File: src/rtl/reg_xfer_seq_if.sv
// Decoder command handshake plus stack-page memory bus seen by reg_xfer_seq.
// master = sequencer side, slave = decoder/memory side.
interface reg_xfer_seq_if;
  logic        cmd_valid;
  logic        cmd_ready;
  logic [3:0]  cmd_op;
  logic        mem_req;
  logic        mem_we;
  logic [15:0] mem_addr;
  logic [7:0]  mem_wdata;
  logic        mem_ack;
  logic [7:0]  mem_rdata;

  modport master (
    input  cmd_valid, cmd_op, mem_ack, mem_rdata,
    output cmd_ready, mem_req, mem_we, mem_addr, mem_wdata
  );

  modport slave (
    output cmd_valid, cmd_op, mem_ack, mem_rdata,
    input  cmd_ready, mem_req, mem_we, mem_addr, mem_wdata
  );
endinterface

File: src/rtl/reg_xfer_seq.sv
// Register-transfer / inc-dec / stack push-pull micro-sequencer; single-cycle ops retire
// the cycle after accept, stack ops wait on mem_ack with a bounded timeout.
module reg_xfer_seq #(
  parameter logic [7:0] STACK_PAGE  = 8'h01,
  parameter int         ACK_TIMEOUT = 16
) (
  input  logic       clk_2,
  input  logic       rst,
  reg_xfer_seq_if.master bus,
  input  logic [7:0] a_in,
  input  logic [7:0] x_in,
  input  logic [7:0] y_in,
  input  logic [7:0] sp_in,
  input  logic [7:0] status_in,
  output logic [7:0] data_in,
  output logic [7:0] data_status,
  output logic       accumulator_con,
  output logic       x_con,
  output logic       y_con,
  output logic       stack_pointer_con,
  output logic       status_con,
  output logic       done,
  output logic       err
);

  localparam logic [3:0] OP_TAX = 4'h1, OP_TAY = 4'h2, OP_TXA = 4'h3, OP_TYA = 4'h4,
                         OP_TSX = 4'h5, OP_TXS = 4'h6, OP_INX = 4'h7, OP_INY = 4'h8,
                         OP_DEX = 4'h9, OP_DEY = 4'hA, OP_PHA = 4'hB, OP_PLA = 4'hC,
                         OP_PHP = 4'hD, OP_PLP = 4'hE;
  localparam logic [7:0] CNT_LAST = 8'(ACK_TIMEOUT - 1);

  typedef enum logic [2:0] {IDLE, EXEC, PUSH_MEM, PUSH_SP, PULL_SP, PULL_MEM, PULL_WB} state_t;

  state_t     state, state_nxt;
  logic [3:0] op_q;
  logic [7:0] cnt, cnt_nxt;
  logic [7:0] rdata_q, rdata_nxt;
  logic       wr_flags;

  function automatic logic [7:0] nz_flags(input logic [7:0] st, input logic [7:0] r);
    logic [7:0] f;
    f    = st;
    f[7] = r[7];
    f[1] = (r == 8'h00);
    return f;
  endfunction

  always_ff @(posedge clk_2 or negedge rst) begin
    if (!rst) begin
      state   <= IDLE;
      op_q    <= 4'h0;
      cnt     <= 8'h00;
      rdata_q <= 8'h00;
    end else begin
      state   <= state_nxt;
      cnt     <= cnt_nxt;
      rdata_q <= rdata_nxt;
      if (bus.cmd_ready && bus.cmd_valid)
        op_q <= bus.cmd_op;
    end
  end

  always_comb begin
    state_nxt         = state;
    cnt_nxt           = cnt;
    rdata_nxt         = rdata_q;
    wr_flags          = 1'b0;
    bus.cmd_ready     = 1'b0;
    bus.mem_req       = 1'b0;
    bus.mem_we        = 1'b0;
    bus.mem_addr      = 16'h0000;
    bus.mem_wdata     = 8'h00;
    data_in           = 8'h00;
    data_status       = 8'h00;
    accumulator_con   = 1'b0;
    x_con             = 1'b0;
    y_con             = 1'b0;
    stack_pointer_con = 1'b0;
    status_con        = 1'b0;
    done              = 1'b0;
    err               = 1'b0;

    case (state)
      IDLE: begin
        // Reset gating keeps cmd_ready low while rst is held, not just after the first edge.
        bus.cmd_ready = rst;
        cnt_nxt       = 8'h00;
        if (bus.cmd_valid && rst) begin
          case (bus.cmd_op)
            OP_PHA, OP_PHP: state_nxt = PUSH_MEM;
            OP_PLA, OP_PLP: state_nxt = PULL_SP;
            default:        state_nxt = EXEC;
          endcase
        end
      end
      EXEC: begin
        done      = 1'b1;
        state_nxt = IDLE;
        case (op_q)
          OP_TAX: begin x_con = 1'b1; data_in = a_in;  wr_flags = 1'b1; end
          OP_TAY: begin y_con = 1'b1; data_in = a_in;  wr_flags = 1'b1; end
          OP_TXA: begin accumulator_con = 1'b1; data_in = x_in; wr_flags = 1'b1; end
          OP_TYA: begin accumulator_con = 1'b1; data_in = y_in; wr_flags = 1'b1; end
          OP_TSX: begin x_con = 1'b1; data_in = sp_in; wr_flags = 1'b1; end
          OP_TXS: begin stack_pointer_con = 1'b1; data_in = x_in; end
          OP_INX: begin x_con = 1'b1; data_in = x_in + 8'd1; wr_flags = 1'b1; end
          OP_INY: begin y_con = 1'b1; data_in = y_in + 8'd1; wr_flags = 1'b1; end
          OP_DEX: begin x_con = 1'b1; data_in = x_in - 8'd1; wr_flags = 1'b1; end
          OP_DEY: begin y_con = 1'b1; data_in = y_in - 8'd1; wr_flags = 1'b1; end
          // Stack ops only land in EXEC after an ack timeout: retire with error, no writes.
          OP_PHA, OP_PLA, OP_PHP, OP_PLP: err = 1'b1;
          default: ;
        endcase
      end
      PUSH_MEM: begin
        bus.mem_req   = 1'b1;
        bus.mem_we    = 1'b1;
        bus.mem_addr  = {STACK_PAGE, sp_in};
        bus.mem_wdata = (op_q == OP_PHA) ? a_in : (status_in | 8'h30);
        if (bus.mem_ack)          state_nxt = PUSH_SP;
        else if (cnt == CNT_LAST) state_nxt = EXEC;
        else                      cnt_nxt   = cnt + 8'd1;
      end
      PUSH_SP: begin
        stack_pointer_con = 1'b1;
        data_in           = sp_in - 8'd1;
        done              = 1'b1;
        state_nxt         = IDLE;
      end
      PULL_SP: begin
        stack_pointer_con = 1'b1;
        data_in           = sp_in + 8'd1;
        cnt_nxt           = 8'h00;
        state_nxt         = PULL_MEM;
      end
      PULL_MEM: begin
        bus.mem_req  = 1'b1;
        bus.mem_addr = {STACK_PAGE, sp_in};
        if (bus.mem_ack) begin
          rdata_nxt = bus.mem_rdata;
          state_nxt = PULL_WB;
        end else if (cnt == CNT_LAST) state_nxt = EXEC;
        else                          cnt_nxt   = cnt + 8'd1;
      end
      PULL_WB: begin
        done       = 1'b1;
        status_con = 1'b1;
        state_nxt  = IDLE;
        if (op_q == OP_PLA) begin
          accumulator_con = 1'b1;
          data_in         = rdata_q;
          data_status     = nz_flags(status_in, rdata_q);
        end else begin
          data_status = {rdata_q[7:6], 2'b10, rdata_q[3:0]};
        end
      end
      default: state_nxt = IDLE;
    endcase

    if (wr_flags) begin
      status_con  = 1'b1;
      data_status = nz_flags(status_in, data_in);
    end
  end

endmodule

File: src/flat_wrapper.sv
// flat-port wrapper written by rule: the top's interface ports become plain ports
module reg_xfer_seq_flat 
#(
  parameter logic [7:0] STACK_PAGE  = 8'h01,
  parameter int         ACK_TIMEOUT = 16
)
  (clk_2, rst, a_in, x_in, y_in, sp_in, status_in, data_in, data_status, accumulator_con, x_con, y_con, stack_pointer_con, status_con, done, err, bus_cmd_valid, bus_cmd_op, bus_mem_ack, bus_mem_rdata, bus_cmd_ready, bus_mem_req, bus_mem_we, bus_mem_addr, bus_mem_wdata);
  reg_xfer_seq_if bus_i ();
  input  logic clk_2;
  input  logic rst;
  input  logic [7:0] a_in;
  input  logic [7:0] x_in;
  input  logic [7:0] y_in;
  input  logic [7:0] sp_in;
  input  logic [7:0] status_in;
  output logic [7:0] data_in;
  output logic [7:0] data_status;
  output logic accumulator_con;
  output logic x_con;
  output logic y_con;
  output logic stack_pointer_con;
  output logic status_con;
  output logic done;
  output logic err;
  input wire logic [$bits(bus_i.cmd_valid)-1:0] bus_cmd_valid;
  input wire logic [$bits(bus_i.cmd_op)-1:0] bus_cmd_op;
  input wire logic [$bits(bus_i.mem_ack)-1:0] bus_mem_ack;
  input wire logic [$bits(bus_i.mem_rdata)-1:0] bus_mem_rdata;
  output wire logic [$bits(bus_i.cmd_ready)-1:0] bus_cmd_ready;
  output wire logic [$bits(bus_i.mem_req)-1:0] bus_mem_req;
  output wire logic [$bits(bus_i.mem_we)-1:0] bus_mem_we;
  output wire logic [$bits(bus_i.mem_addr)-1:0] bus_mem_addr;
  output wire logic [$bits(bus_i.mem_wdata)-1:0] bus_mem_wdata;
  assign bus_i.cmd_valid = bus_cmd_valid;
  assign bus_i.cmd_op = bus_cmd_op;
  assign bus_i.mem_ack = bus_mem_ack;
  assign bus_i.mem_rdata = bus_mem_rdata;
  assign bus_cmd_ready = bus_i.cmd_ready;
  assign bus_mem_req = bus_i.mem_req;
  assign bus_mem_we = bus_i.mem_we;
  assign bus_mem_addr = bus_i.mem_addr;
  assign bus_mem_wdata = bus_i.mem_wdata;
  reg_xfer_seq #(.STACK_PAGE(STACK_PAGE), .ACK_TIMEOUT(ACK_TIMEOUT)) u_core (.clk_2(clk_2), .rst(rst), .bus(bus_i), .a_in(a_in), .x_in(x_in), .y_in(y_in), .sp_in(sp_in), .status_in(status_in), .data_in(data_in), .data_status(data_status), .accumulator_con(accumulator_con), .x_con(x_con), .y_con(y_con), .stack_pointer_con(stack_pointer_con), .status_con(status_con), .done(done), .err(err));
endmodule
File: config.mk
export PLATFORM = sky130hd
export DESIGN_NAME = reg_xfer_seq_flat
export DESIGN_NICKNAME = d
export VERILOG_FILES = /design/src/rtl/reg_xfer_seq_if.sv /design/src/rtl/reg_xfer_seq.sv /design/src/flat_wrapper.sv
export SDC_FILE = /design/constraint.sdc
export NUM_CORES = 1
export LEC_CHECK = 0
export CAP_MARGIN = 20
export CORE_MARGIN = 5
export CORE_UTILIZATION = 44
export DETAILED_ROUTE_END_ITERATION = 10
export PLACE_DENSITY_LB_ADDON = 0.25
export SLEW_MARGIN = 20
export SYNTH_ARGS = -nofsm -noshare
export SYNTH_HDL_FRONTEND = slang
export SYNTH_SLANG_ARGS = --single-unit
File: constraint.sdc
create_clock -name clk_2 -period 4.8 [get_ports clk_2]
set_input_delay 0.72 -clock clk_2 [delete_from_list [all_inputs] [get_ports clk_2]]
set_output_delay 0.72 -clock clk_2 [all_outputs]
set_load 0.1 [all_outputs]
==> results by group, run 1 <==
Critical path
  • WP data required: between 4 and 5 ns
  • Crit path launch type: register
  • Worst R2R Path Depth: 8
  • CP arrival: 3.80 ns
  • Worst setup EP type: output pin
  • Worst-path fanout max: 18
  • WS Path Type: reg2out

STA
  • Count of final max-slew check failures: 0
  • Max-slew headroom: around 34%
  • RSZ-0062 raised after global routing: false
  • Hold slack: 0.523 ns
  • Final Hold Vio Count: 0
  • Clock period minus worst slack: around 4.5 ns
  • Setup TNS: 0 ns
  • Slew @ Worst Pin: roughly 0.98 ns
  • Setup Skew: 0.0100 ns
  • Fmax: approximately 0.22 GHz
  • Final setup vio count: 0
  • Part of the cycle the worst path needs: between 90% and 100%

Cells and area
  • Layout overhead on the synthesized area: 33.4%
  • Fillers: 642
  • # nets final: around 550
  • Layout cells sized above 1: a little over a tenth
  • Ant diodes: 0
  • Non-Filler Cell Area, Final: roughly 4000 um2

Detailed routing
  • DR WL/cell: about 17 um
  • DRT antenna net count: 0
  • Vias/cell: 5.76
  • DRT Pass-1 Iters: 5
  • Starting DRT DRC Count: around 180
  • DRC Markers: 0
  • Vias: 3247
  • Final wirelength: slightly below 10000 um

Floorplan
  • Core area: roughly 6700 um2
  • I/O pin total: 106
  • Die Ht: about 93 um
  • # rows: 30
  • Die X-Extent: roughly 93 um
  • Initial Utilization: between 40% and 50%
  • Die ar.: ~8600 um2

Synth
  • Largest cells by area after synthesis: dfrtp_1, mux2i_1, nor2_1
  • Post-Syn Instances: approximately 400
  • Synth Register Bits: 23
  • Mean Syn Cell Area: 7.53 um2
  • Sequential area share after synthesis: 19.2%
  • EDFF count, synth: 0
  • Area leader, netlist: dfrtp_1
  • Synth warn: 0
  • Netlist cell types: 62
  • Syn Std Cell Area: 3000 um2
  • Most used DFF post-synth: dfrtp_1
  • Top-area cell type share of the netlist area: 19.2%
  • Async S/R FF share, synth: 100%

Clock tree
  • Clock Latency Late Sink: about 0.28 ns
  • Root buffer cell: clkbuf_8
  • TritonCTS buffer count: 3
  • Clock Path Buffers: 2
  • CTS tree: built
  • Clk sinks: 23
  • H-tree levels: 1
  • Postcts setup bufs: 0
  • Reg clk slew, reported paths: 0.10 ns
  • # resized after CTS: 0
  • Hold-fix buffers, CTS: 0

Placed design
  • Post-DP HPWL: between 7000 and 8000 um
  • PortBufs: 98
  • RePlAce Congestion: between 0.9 and 1
  • Dpl cell area: ~4000 um2

Global routing
  • Initial antenna violation count: 0
  • First-pass GRT wire length: around 16000 um
  • Tot GR Track Use: around 22%
  • GRT overflow: 0
  • Vias in the first global route: approximately 3.1k
  • Largest net degree at the start of global routing: 23

Status
  • Outcome: finished clean

Worst hold path
  • Hold depth: 1
  • HP Class: reg2reg

Job
  • Max-Cap Viols: 0
-- layout by cell type (no fill, tap or decap), drive strengths merged, types with 6 or more instances in the layout --
cell | synthesis | final
and2 | 8 | 8
ha | 11 | 11
mux2 | 10 | 10
a21oi | 24 | 24
nand3 | 13 | 13
buf | 17 | 26
nand2 | 41 | 41
mux2i | 17 | 17
dfrtp | 23 | 23
o21ai | 28 | 28
clkdlybuf4s50 | 0 | 78
nor2 | 44 | 44
xnor2 | 15 | 15
conb | 1 | 7
nand2b | 7 | 7
a221oi | 6 | 6
inv | 18 | 18
xor2 | 12 | 12
-- state kept, by name (all words and copies together) (netlist names) --
signal,flops
u_core.state,3
u_core.rdata_q,8
u_core.op_q,4
u_core.cnt,8
-- final timing paths --
path,startpoint,endpoint,slack (ns)
worst min register to register,u_core.cnt[0]$_DFFE_PN0P_,u_core.cnt[0]$_DFFE_PN0P_,0.52
min in group asynchronous,rst,u_core.state[2]$_DFFE_PN0P_,0.72
worst max-delay path,u_core.op_q[2]$_DFFE_PN0P_,data_status[1],0.28
worst min-delay path,u_core.cnt[0]$_DFFE_PN0P_,u_core.cnt[0]$_DFFE_PN0P_,0.52
max in group asynchronous,rst,u_core.rdata_q[0]$_DFFE_PN0P_,3.50
worst max register to register,u_core.cnt[0]$_DFFE_PN0P_,u_core.cnt[7]$_DFFE_PN0P_,2.41
-- cells in the mapped netlist (10+ instances only) --
cell type,count
inv_1,18
xnor2_1,15
nand3_1,13
dfrtp_1,23
nand2_1,41
xor2_1,12
nor2_1,43
ha_1,11
mux2_2,10
mux2i_1,17
clkbuf_1,12
o21ai_0,24
a21oi_1,24
-- worst max-delay path: stages, from the launching register on --
cell      delay (ns)
dfrtp_1         0.59
and4bb_1        0.59
xor2_1          0.13
ha_1            0.27
or4_1           0.42
mux2i_1         0.19
xnor2_1         0.16
o21ai_1         0.09
a221o_1         0.37
nor4_1          0.27
a41o_1          0.26
buf_12          0.18
-- stage by stage --
stage / utilization [%] / setup slack (ns) / cells
3_5_place_dp: 58.9 / 0.562 / 560
2_1_floorplan: - / 0.0402 / 405
5_1_grt: 59.6 / 0.0656 / 564
3_3_place_gp: 58.9 / 0.557 / 560
4_1_cts: 59.6 / 0.306 / 564
6_report: 59.6 / 0.280 / 564
-- layout make-up --
type	instances	area, um2	share of cell area (%)
clock buffer	3	41.3	1.03
clock inverter	1	7.51	0.187
inverter	18	67.6	1.69
multi-input combinational	335	2210	55.2
sequential	23	576	14.4
tap	80	100	2.50
timing repair buffer	104	1000	25.0
-- cells by family (layout without fill, tap and decap cells) --
family / Yosys count / count (layout) / synth area share, %
simple gates: 154 / 154 / 25.4
compound gates: 108 / 108 / 24.9
buf+inv: 47 / 126 / 7.92
xor+xnor: 27 / 27 / 7.88
mux: 27 / 27 / 9.42
flops: 23 / 23 / 19.2
fa+ha+maj: 12 / 12 / 5.25
other cells: 1 / 7 / 0.125
-- layer usage --
metal  vias to the layer above  routed length [um]  global-route usage (%)
met5                         -                   0                       0
met3                        23                 527                    3.41
met2                       107                4550                    36.4
met1                      1505                4320                    30.7
li1                       1612                   -                       -
met4                         0                 248                    6.96
Power of run 1 is not shown: default switching activity piles up to over one toggle a cycle in this logic, so the estimate is an artifact.
==> inputs of run 2 (changes only) <==
==> constraint.sdc (replaced) <==
create_clock -name clk_2 -period 4.9 [get_ports clk_2]
set_input_delay 0.735 -clock clk_2 [delete_from_list [all_inputs] [get_ports clk_2]]
set_output_delay 0.735 -clock clk_2 [all_outputs]
set_load 0.1 [all_outputs]
==> run 2 against run 1 <==
Count of clock-buffer cells in the layout did not move. Cell area fell by 0.56%. Via count fell by 1.0%. Worst setup slack improved by 0.051 ns. Die area did not move. Wire length fell by 0.87%. Critical path depth fell by 1. Flip-flop and latch count did not move. Clock skew rose by 0.0011 ns. Critical path type unchanged.
==> results by group, run 2 (synthesized netlist as in run 1, its figures left out) <==
Critical path
  • Crit path buffers/inverters: 1 (unchanged)
  • Worst R2R Path Depth: 8 (unchanged)
  • CP arrival: 3.83 ns (+0.03 ns)
  • Reg-to-Reg Start: u_core.cnt[0]$_DFFE_PN0P_
  • Reg-to-reg slack, setup: 2.52 ns (+0.11 ns)
  • Worst setup EP type: output pin
  • WP data required: 4.16 ns (+0.08 ns)
  • Crit path top cell by count: o31a_1
  • Top delay family on crit path: compound AO/OA/AOI/OAI gates
  • Worst-path fanout max: 18 (unchanged)
  • Worst path max stage delay: 0.69 ns (+0.10 ns)
  • CP Cell Sequence: and4bb_1 -> ha_1 -> o31a_1 -> o31a_1 -> o32a_1 -> xnor2_1 -> a22o_1 -> a211oi_1 -> a41o_1 -> buf_12
  • Crit path launch type: register
  • FF-to-FF End: u_core.cnt[7]$_DFFE_PN0P_
  • WS Path Type: reg2out
  • CP max-delay cell: and4bb_1

Global routing
  • Largest net degree at the start of global routing: 22 (-4.3%)
  • Initial antenna violation count: 0 (unchanged)
  • GRT overflow: 0 (unchanged)
  • Tot GR Track Use: 21.6% (-0.81 points)
  • First-pass GRT wire length: 15100 um (-3.9%)
  • Vias in the first global route: 3009 (-4.4%)

Cells and area
  • Layout overhead on the synthesized area: 32.6%
  • Multi-input gate area: 2210 um2 (unchanged)
  • Leading cell type in the layout, fill and taps excluded: clkdlybuf4s50_1
  • Ant diodes: 0 (unchanged)
  • Largest regs: u_core.cnt: 8 flops, u_core.rdata_q: 8 flops, u_core.op_q: 4 flops
  • # nets final: 551 (-0.36%)
  • FF/Latch Area: 576 um2 (unchanged)
  • Non-Filler Cell Area, Final: 3980 um2 (-0.56%)
  • Most frequent cells in the layout: clkdlybuf4s50_1, nor2_1, nand2_1, a21oi_1
  • Layout cells sized above 1: 9.75% (-0.79 points)
  • Fillers: 636 (-0.93%)

Detailed routing
  • DRC Markers: 0 (unchanged)
  • Vias: 3213 (-1.0%)
  • DRT antenna net count: 0 (unchanged)
  • Vias/cell: 5.72 (-0.69%)
  • Starting DRT DRC Count: 214 (+18%)
  • DRT Pass-1 Iters: 5 (unchanged)
  • Final wirelength: 9560 um (-0.87%)
  • DR WL/cell: 17.0 um (-0.52%)

Placed design
  • RePlAce Congestion: 0.930 (-0.91%)
  • Dpl cell area: 3930 um2 (-0.57%)
  • Post-DP HPWL: 7730 um (-1.1%)
  • PortBufs: 98 (unchanged)
  • Placement Setup Slack: 0.419 ns (-0.142 ns)

STA
  • RSZ-0062 raised after global routing: false
  • Final Hold Vio Count: 0 (unchanged)
  • Setup ws final: 0.330 ns (+0.0509 ns)
  • Setup TNS: 0 ns (unchanged)
  • Count of final max-slew check failures: 0 (unchanged)
  • Setup Skew: 0.0111 ns (+0.00112 ns)
  • Part of the cycle the worst path needs: between 90% and 100%
  • Fmax: approximately 0.22 GHz
  • Max-slew headroom: 33.8% (-0.47 points)
  • Hold slack: 0.514 ns (-0.00862 ns)
  • Clock period minus worst slack: approximately 4.6 ns
  • Slew @ Worst Pin: 0.990 ns (+0.00697 ns)
  • Final setup vio count: 0 (unchanged)

Clock tree
  • Clock Path Buffers: 2 (unchanged)
  • TritonCTS buffer count: 3 (unchanged)
  • # resized after CTS: 0 (unchanged)
  • Clock Latency Late Sink: 0.27 ns (about the same)
  • Postcts setup bufs: 0 (unchanged)
  • Hold-fix buffers, CTS: 0 (unchanged)
  • H-tree levels: 1 (unchanged)
  • CTS tree: built
  • Reg clk slew, reported paths: 0.10 ns (about the same)
  • Clk sinks: 23 (unchanged)
  • Root buffer cell: clkbuf_8

Worst hold path
  • Worst hold endpoint: u_core.cnt[0]$_DFFE_PN0P_
  • HP Class: reg2reg
  • Critical hold path startpoint: u_core.cnt[0]$_DFFE_PN0P_
  • Hold depth: 1 (unchanged)

Floorplan
  • Die X-Extent: 92.6 um (unchanged)
  • Die ar.: 8580 um2 (unchanged)
  • Initial Utilization: 44.7% (unchanged)
  • Core area: 6720 um2 (unchanged)
  • Die Ht: 92.6 um (unchanged)
  • I/O pin total: 106 (unchanged)
  • # rows: 30 (unchanged)

Status
  • Outcome: finished clean

Job
  • Max-Cap Viols: 0 (unchanged)
run 2: worst max path at each step:
| stage | from | end | slack [ns] | depth (start not counted) |
|---|---|---|---|---|
| 6_report | u_core.op_q[2]$_DFFE_PN0P_ | data_status[1] | 0.33 | 10 |
| 5_1_grt | u_core.op_q[2]$_DFFE_PN0P_ | data_status[1] | 0.10 | 10 |
| 4_1_cts | u_core.op_q[2]$_DFFE_PN0P_ | data_status[1] | 0.34 | 10 |
| 3_5_place_dp | y_in[1] | data_status[1] | 0.42 | 11 |
| 3_3_place_gp | y_in[1] | data_status[1] | 0.48 | 11 |
| 2_1_floorplan | u_core.state[0]$_DFFE_PN0P_ | accumulator_con | 0.13 | 4 |
run 2: through the flow:
step	cells	utilization, %
after global routing	562	59.3
after floorplan	405	-
after detailed placement	558	58.5
after global placement	558	58.5
after CTS	562	59.3
final	562	59.3
run 2: area by class of cell:
| type | count | area share, % |
|---|---|---|
| clock buffers | 3 | 1.04 |
| clock inverters | 1 | 0.189 |
| inverters | 18 | 1.70 |
| multi-input cells | 335 | 55.5 |
| flip-flops and latches | 23 | 14.5 |
| well taps | 80 | 2.51 |
| repair buffers | 102 | 24.6 |
run 2: per-layer routing:
layer,share of wire [%],wire [um],vias to the layer above,global-route usage (%)
met5,0,0,-,0
met4,1.2,113,0,4.64
met3,5.3,509,10,3.41
met2,48,4630,94,36.0
met1,45,4300,1505,29.6
li1,-,-,1604,-
run 2: worst reg2reg max path, stage by stage (launching register included):
cell,delay (ns)
dfrtp_1,0.42
ha_1,0.22
nand3_1,0.13
o21bai_1,0.12
o21ai_0,0.15
a22o_1,0.31
nand4_1,0.27
or4_1,0.56
a21oi_1,0.14
Power of run 2 is left out for the same reason.
